<file path="src/rtl/axi4_mst_arbiter.sv">
// axi4_mst_arbiter: 2:1 AXI4 master arbiter merging IFU (M0, read-only) and LSU (M1, read/write) onto io_master.
// Ports: i_clk/i_rst_n (async active-low); m0_ar*/m0_r* IFU read channels;
// m1_ar*/m1_r*/m1_aw*/m1_w*/m1_b* LSU channels; io_master_* downstream AXI4 master.
// One transaction in flight at a time; reads round-robin, an LSU write beats an LSU read.
module axi4_mst_arbiter #(
  parameter int DATA_W = 32
) (
  input  logic                  i_clk,
  input  logic                  i_rst_n,
  input  logic                  m0_arvalid,
  input  logic [DATA_W-1:0]     m0_araddr,
  input  logic [7:0]            m0_arlen,
  input  logic [2:0]            m0_arsize,
  input  logic [1:0]            m0_arburst,
  output logic                  m0_arready,
  output logic                  m0_rvalid,
  output logic [DATA_W-1:0]     m0_rdata,
  output logic [1:0]            m0_rresp,
  output logic                  m0_rlast,
  input  logic                  m0_rready,
  input  logic                  m1_arvalid,
  input  logic [DATA_W-1:0]     m1_araddr,
  input  logic [7:0]            m1_arlen,
  input  logic [2:0]            m1_arsize,
  input  logic [1:0]            m1_arburst,
  output logic                  m1_arready,
  output logic                  m1_rvalid,
  output logic [DATA_W-1:0]     m1_rdata,
  output logic [1:0]            m1_rresp,
  output logic                  m1_rlast,
  input  logic                  m1_rready,
  input  logic                  m1_awvalid,
  input  logic [DATA_W-1:0]     m1_awaddr,
  input  logic [7:0]            m1_awlen,
  input  logic [2:0]            m1_awsize,
  input  logic [1:0]            m1_awburst,
  output logic                  m1_awready,
  input  logic                  m1_wvalid,
  input  logic [DATA_W-1:0]     m1_wdata,
  input  logic [DATA_W/8-1:0]   m1_wstrb,
  input  logic                  m1_wlast,
  output logic                  m1_wready,
  output logic                  m1_bvalid,
  output logic [1:0]            m1_bresp,
  input  logic                  m1_bready,
  input  logic                  io_master_awready,
  output logic                  io_master_awvalid,
  output logic [3:0]            io_master_awid,
  output logic [DATA_W-1:0]     io_master_awaddr,
  output logic [7:0]            io_master_awlen,
  output logic [2:0]            io_master_awsize,
  output logic [1:0]            io_master_awburst,
  input  logic                  io_master_wready,
  output logic                  io_master_wvalid,
  output logic [DATA_W-1:0]     io_master_wdata,
  output logic [DATA_W/8-1:0]   io_master_wstrb,
  output logic                  io_master_wlast,
  output logic                  io_master_bready,
  input  logic                  io_master_bvalid,
  input  logic [1:0]            io_master_bresp,
  input  logic                  io_master_arready,
  output logic                  io_master_arvalid,
  output logic [3:0]            io_master_arid,
  output logic [DATA_W-1:0]     io_master_araddr,
  output logic [7:0]            io_master_arlen,
  output logic [2:0]            io_master_arsize,
  output logic [1:0]            io_master_arburst,
  output logic                  io_master_rready,
  input  logic                  io_master_rvalid,
  input  logic [1:0]            io_master_rresp,
  input  logic [DATA_W-1:0]     io_master_rdata,
  input  logic                  io_master_rlast
);
  typedef enum logic [1:0] {IDLE, RD_M0, RD_M1, WR_M1} state_t;
  state_t state, state_nxt;
  logic rr_last, ar_done, aw_done, w_done;
  logic rd, sel1, wr, ar_hs, r_end, aw_hs, w_end, b_end;
  assign rd   = (state == RD_M0) | (state == RD_M1);
  assign sel1 = state == RD_M1;
  assign wr   = state == WR_M1;
  // Read path: everything is muxed by the granted reader and gated by state,
  // so outputs fall to zero the moment the async reset forces IDLE.
  assign io_master_arvalid = rd & (sel1 ? m1_arvalid : m0_arvalid) & ~ar_done;
  assign io_master_arid    = {3'd0, sel1};
  assign io_master_araddr  = sel1 ? m1_araddr  : m0_araddr;
  assign io_master_arlen   = sel1 ? m1_arlen   : m0_arlen;
  assign io_master_arsize  = sel1 ? m1_arsize  : m0_arsize;
  assign io_master_arburst = sel1 ? m1_arburst : m0_arburst;
  assign m0_arready        = (state == RD_M0) & io_master_arready & ~ar_done;
  assign m1_arready        = sel1 & io_master_arready & ~ar_done;
  assign ar_hs             = io_master_arvalid & io_master_arready;
  assign io_master_rready  = rd & (sel1 ? m1_rready : m0_rready);
  assign m0_rvalid         = (state == RD_M0) & io_master_rvalid;
  assign m1_rvalid         = sel1 & io_master_rvalid;
  assign m0_rdata          = io_master_rdata;
  assign m1_rdata          = io_master_rdata;
  assign m0_rresp          = io_master_rresp;
  assign m1_rresp          = io_master_rresp;
  assign m0_rlast          = io_master_rlast;
  assign m1_rlast          = io_master_rlast;
  assign r_end             = io_master_rvalid & io_master_rready & io_master_rlast;
  // Write path: AW and W run independently; each is closed by its own done flag.
  assign io_master_awvalid = wr & m1_awvalid & ~aw_done;
  assign io_master_awid    = 4'd1;
  assign io_master_awaddr  = m1_awaddr;
  assign io_master_awlen   = m1_awlen;
  assign io_master_awsize  = m1_awsize;
  assign io_master_awburst = m1_awburst;
  assign m1_awready        = wr & io_master_awready & ~aw_done;
  assign aw_hs             = io_master_awvalid & io_master_awready;
  assign io_master_wvalid  = wr & m1_wvalid & ~w_done;
  assign io_master_wdata   = m1_wdata;
  assign io_master_wstrb   = m1_wstrb;
  assign io_master_wlast   = m1_wlast;
  assign m1_wready         = wr & io_master_wready & ~w_done;
  assign w_end             = io_master_wvalid & io_master_wready & m1_wlast;
  assign io_master_bready  = wr & m1_bready;
  assign m1_bvalid         = wr & io_master_bvalid;
  assign m1_bresp          = io_master_bresp;
  assign b_end             = io_master_bvalid & io_master_bready;
  // rr_last = 1 means M1 was the last reader, so a tie goes to M0.
  always_comb begin
    state_nxt = state;
    if (state == IDLE)
      state_nxt = m1_awvalid                ? WR_M1 :
                  (m0_arvalid & m1_arvalid) ? (rr_last ? RD_M0 : RD_M1) :
                  m0_arvalid                ? RD_M0 :
                  m1_arvalid                ? RD_M1 : IDLE;
    else if ((rd & r_end) | (wr & b_end))
      state_nxt = IDLE;
  end
  always_ff @(posedge i_clk or negedge i_rst_n) begin
    if (!i_rst_n) begin
      state   <= IDLE;
      rr_last <= 1'b1;
      ar_done <= 1'b0;
      aw_done <= 1'b0;
      w_done  <= 1'b0;
    end else begin
      state   <= state_nxt;
      rr_last <= (state == IDLE && state_nxt == RD_M0) ? 1'b0 :
                 (state == IDLE && state_nxt == RD_M1) ? 1'b1 : rr_last;
      ar_done <= rd & ~r_end & (ar_done | ar_hs);
      aw_done <= wr & ~b_end & (aw_done | aw_hs);
      w_done  <= wr & ~b_end & (w_done | w_end);
    end
  end
endmodule

</file>
<file path="config.mk">
export PLATFORM = sky130hd
export DESIGN_NAME = axi4_mst_arbiter
export DESIGN_NICKNAME = d
export VERILOG_FILES = /design/src/rtl/axi4_mst_arbiter.sv
export SDC_FILE = /design/constraint.sdc
export NUM_CORES = 1
export LEC_CHECK = 0
export BUFFER_PORTS_ARGS = -buffer_cell sky130_fd_sc_hd__buf_2
export CAP_MARGIN = 20
export CORE_AREA = 4 4 171 173
export DETAILED_ROUTE_END_ITERATION = 8
export DIE_AREA = 0 0 175 177
export RECOVER_POWER = 100
export SKIP_CTS_REPAIR_TIMING = 1
export SLEW_MARGIN = 20
export SYNTH_ARGS = -nofsm -noshare
export SYNTH_HDL_FRONTEND = slang
export SYNTH_SLANG_ARGS = --single-unit
</file>
<file path="constraint.sdc">
create_clock -name i_clk -period 3.6 [get_ports i_clk]
set_input_delay 0.36 -clock i_clk [delete_from_list [all_inputs] [get_ports i_clk]]
set_output_delay 0.36 -clock i_clk [all_outputs]
set_load 0.01 [all_outputs]
</file>
==> out/qor.log <==
INFO  grt            overflow=0
INFO  layout         fin_cells=650
INFO  logic_synthesis synth.yosys.warnings=0
INFO  layout         syn2layout_area_growth=4.93%
INFO  logic_synthesis synth.area.top_cells=sky130_fd_sc_hd__buf_4 56%, sky130_fd_sc_hd__mux2_2 23%, sky130_fd_sc_hd__dfrtp_1 5.7%
INFO  grt            grt_antenna_before_repair=1
INFO  sta            fmax=0.336GHz
INFO  floorplanning  floorplan.die.width=175um
INFO  logic_synthesis synth_top_area_share=56.1%
INFO  cts            h-tree-depth=1
INFO  route          drt_wl_total=8.31mm
INFO  placed_design  placedInstanceArea=2310squm
INFO  setup_path     crit_path_max_incr_delay=0.99ns
INFO  sta            fin_setup_tns=0ns
INFO  route          avgRoutedWirePerCell=12.8um
INFO  logic_synthesis synth_seq_area_share=6.85%
INFO  sta            setup_viol_count_final=0
INFO  logic_synthesis synth_top_cells_by_count=165 x sky130_fd_sc_hd__buf_4, 45 x sky130_fd_sc_hd__mux2_2, 5 x sky130_fd_sc_hd__dfrtp_1
INFO  grt            grt_most_used_layer=met2
INFO  layout         multi_input_gate_area_in_the_final_layout=817squm
INFO  hold_path      timing.hold.worst.class=in2reg
INFO  layout         num-fill-cells=3,288
INFO  setup_path     worst_path_dominant_cell_family=adder cells
INFO  logic_synthesis syn-cell-area=2210squm
INFO  grt            use_met2=6.63%
INFO  floorplanning  initial_core_util=8.00%
INFO  grt            first_global_vias=1,751
INFO  sta            timing_worst_slew_pin_value=1.26ns
INFO  cts            tritoncts=done
INFO  setup_path     library_cell_contributing_the_largest_single_delay_on_the_critical_path=sky130_fd_sc_hd__ha_1
INFO  sta            finalHoldWorstSlack=0.342ns
INFO  floorplanning  die_h=177um
INFO  placed_design  routabilityCongestion=0.616
INFO  setup_path     cp-end-kind=output pin
INFO  grt            grt_use_met3=3.10%
INFO  sta            hold_viol_final=0
INFO  logic_synthesis synth-async-reset-ratio=100%
INFO  cts            worst_skew_pair.late_latency=0.23ns
INFO  cts            cts-buffers-inserted=3
INFO  setup_path     timing.critical_path.buf_inv=2
INFO  setup_path     critical_path_peak_fanout=23
INFO  layout         antennaDiodeCount=0
INFO  grt            globalRouteMet1Util=5.12%
INFO  route          route.detailed.drc=0
INFO  layout         final_design_area_no_fill=2320squm
INFO  sta            min_period=2.98ns
INFO  sta            period_share=82.8%
INFO  run_status     outcome=finished clean
INFO  flow_run       timing.max_cap.violations=0
INFO  floorplanning  floorplan.die_area=31,000squm
INFO  logic_synthesis synth_largest_area_cell=sky130_fd_sc_hd__buf_4
INFO  setup_path     critical_path.cell_chain=inv_1 -> ha_1 -> mux2i_1 -> nor2b_1 -> buf_2
INFO  floorplanning  row_count=61
INFO  sta            grt_setup_unrepaired=false
INFO  sta            slew_headroom=16.1%
INFO  logic_synthesis synthCells=262
INFO  route          drt_pre_antenna_iters=4
INFO  layout         finish.net_count=500
INFO  placed_design  numPlacedInstances=645
INFO  cts            clock_sink_count=6
INFO  route          antenna_left=0
INFO  placed_design  detailedPlacementHpwl=7.35mm
INFO  setup_path     crit_required=3.24ns
INFO  placed_design  io_buffers=166
INFO  grt            global_route_wire_length_before_repair=10.7mm
INFO  layout         final_core_utilization=8.39%
INFO  logic_synthesis synth_cell_type_count=24
INFO  setup_path     crit_path_start_kind=register
INFO  layout         layout.area.seq=151squm
INFO  logic_synthesis postSynth.topFlopCell=sky130_fd_sc_hd__dfrtp_1
INFO  route          viasPerCell=2.52
INFO  logic_synthesis yosys.cell_count.top_type=sky130_fd_sc_hd__buf_4
INFO  sta            report.final.slew_viol_count=0
INFO  route          drt_iter0_drc=70
INFO  grt            pin_count_of_the_biggest_net_entering_global_routing=29
INFO  setup_path     worstPathArrival=2.62ns
INFO  route          via_count=1,641
INFO  cts            clk_root_buffer_cell=sky130_fd_sc_hd__clkbuf_16
INFO  floorplanning  core-area=27,600squm
INFO  power_and_ir_drop power_density=500nW/um^2
INFO  cts            cts_buffer_depth=2
INFO  grt            grt.total_usage=4.71%
INFO  sta            fin_clk_skew=0.00165ns
INFO  setup_path     worst-setup-path-type=reg2out
INFO  layout         layout-drive-gt1-share=57.7%
INFO  logic_synthesis count_of_state_elements_after_synthesis=6
INFO  logic_synthesis postSynthAreaPerCell=8.43squm
INFO  logic_synthesis synth-edff-count=0
INFO  power_and_ir_drop p_leak=0.000945uW
INFO  power_and_ir_drop vdd.ir_drop.worst=134uV
INFO  cts            clk_transition_reported_paths=0.04ns
INFO  floorplanning  i_o_pin_total=442
-- path summary, 6_finish.rpt --
kind,start,endpoint,slack (ns),cells past startpoint
worst max-delay path,state[0],io_master_rready,0.62,5
worst min-delay path,m0_arvalid,rr_last,0.34,2
worst max register to register,state[0],state[1],1.05,5
worst min register to register,w_done,w_done,0.52,2
max in group asynchronous,i_rst_n,rr_last,2.74,2
min in group asynchronous,i_rst_n,ar_done,0.55,2
-- where the power goes --
group	internal [uW]	leakage (uW)	total [uW]	switching, uW
Combinational	396	0.000832	852	455
Sequential	95.8	0.0000751	121	25.2
Clock	147	0.0000382	187	40.0
-- routing by layer --
| metal | up-vias | part of all wire [%] |
|---|---|---|
| met5 | - | 0 |
| met4 | 0 | 6.2 |
| met3 | 52 | 18 |
| met2 | 212 | 41 |
| met1 | 671 | 35 |
| li1 | 706 | - |
-- flip-flops by register name, indices dropped and copies added (netlist names) --
register,flops
ar_done,1
aw_done,1
rr_last,1
state,2
w_done,1
-- cells in the final DEF, fill, tap and decap left out --
cell type / n
sky130_fd_sc_hd__nand2_1: 2
sky130_fd_sc_hd__nor3b_1: 3
sky130_fd_sc_hd__dfrtp_1: 5
sky130_fd_sc_hd__nor2_1: 2
sky130_fd_sc_hd__inv_1: 3
sky130_fd_sc_hd__nand2b_1: 1
sky130_fd_sc_hd__mux2_2: 45
sky130_fd_sc_hd__o21bai_1: 1
sky130_fd_sc_hd__ha_1: 4
sky130_fd_sc_hd__nor2b_1: 2
sky130_fd_sc_hd__a21oi_1: 3
sky130_fd_sc_hd__clkbuf_1: 60
sky130_fd_sc_hd__mux2i_1: 3
sky130_fd_sc_hd__a21boi_0: 1
sky130_fd_sc_hd__and3b_1: 4
sky130_fd_sc_hd__and2_0: 1
sky130_fd_sc_hd__o211a_1: 1
sky130_fd_sc_hd__nand3_1: 2
sky130_fd_sc_hd__buf_12: 1
sky130_fd_sc_hd__buf_2: 107
sky130_fd_sc_hd__dfstp_2: 1
sky130_fd_sc_hd__clkbuf_16: 3
sky130_fd_sc_hd__and2_1: 3
sky130_fd_sc_hd__a31oi_1: 2
sky130_fd_sc_hd__dlygate4sd3_1: 1
sky130_fd_sc_hd__conb_1: 7
sky130_fd_sc_hd__o21ai_0: 2
sky130_fd_sc_hd__o211ai_1: 2
-- final cells by class --
type                            count  area share (%)
Tap cell                          378            20.4
Inverter                            3           0.486
Clock buffer                        4            3.40
Timing Repair Buffer              168            33.9
Sequential cell                     6            6.53
Multi-Input combinational cell     91            35.2
-- through the flow --
| step | setup slack, ns | total power (uW) |
|---|---|---|
| floorplan | 1.83 | 846 |
| global placement | 1.28 | 1020 |
| detailed placement | 1.20 | 1030 |
| CTS | 0.954 | 1230 |
| global route | 0.429 | 1250 |
| finish | 0.620 | 1160 |
-- kinds of logic (layout without fill, tap and decap cells) --
kind of cell               after synthesis  after routing  share of synthesized area [%]
muxes                                   48             48                           24.3
other                                    2              7                          0.340
adders and majority gates                4              4                           2.27
AOI/OAI and AO/OA                       12             12                           3.51
DFF                                      6              6                           6.85
buffers and inverters                  170            175                           57.0
and+or+nand+nor                         20             20                           5.72
-- worst register-to-register path, delay by kind of cell, from the launching register on --
family | cells | cell delay (ns)
flops | 1 | 0.41
mux | 1 | 0.61
fa+ha+maj | 1 | 0.99
buf+inv | 1 | 0.10
compound gates | 2 | 0.34
Power figures use the tool's default switching activity.
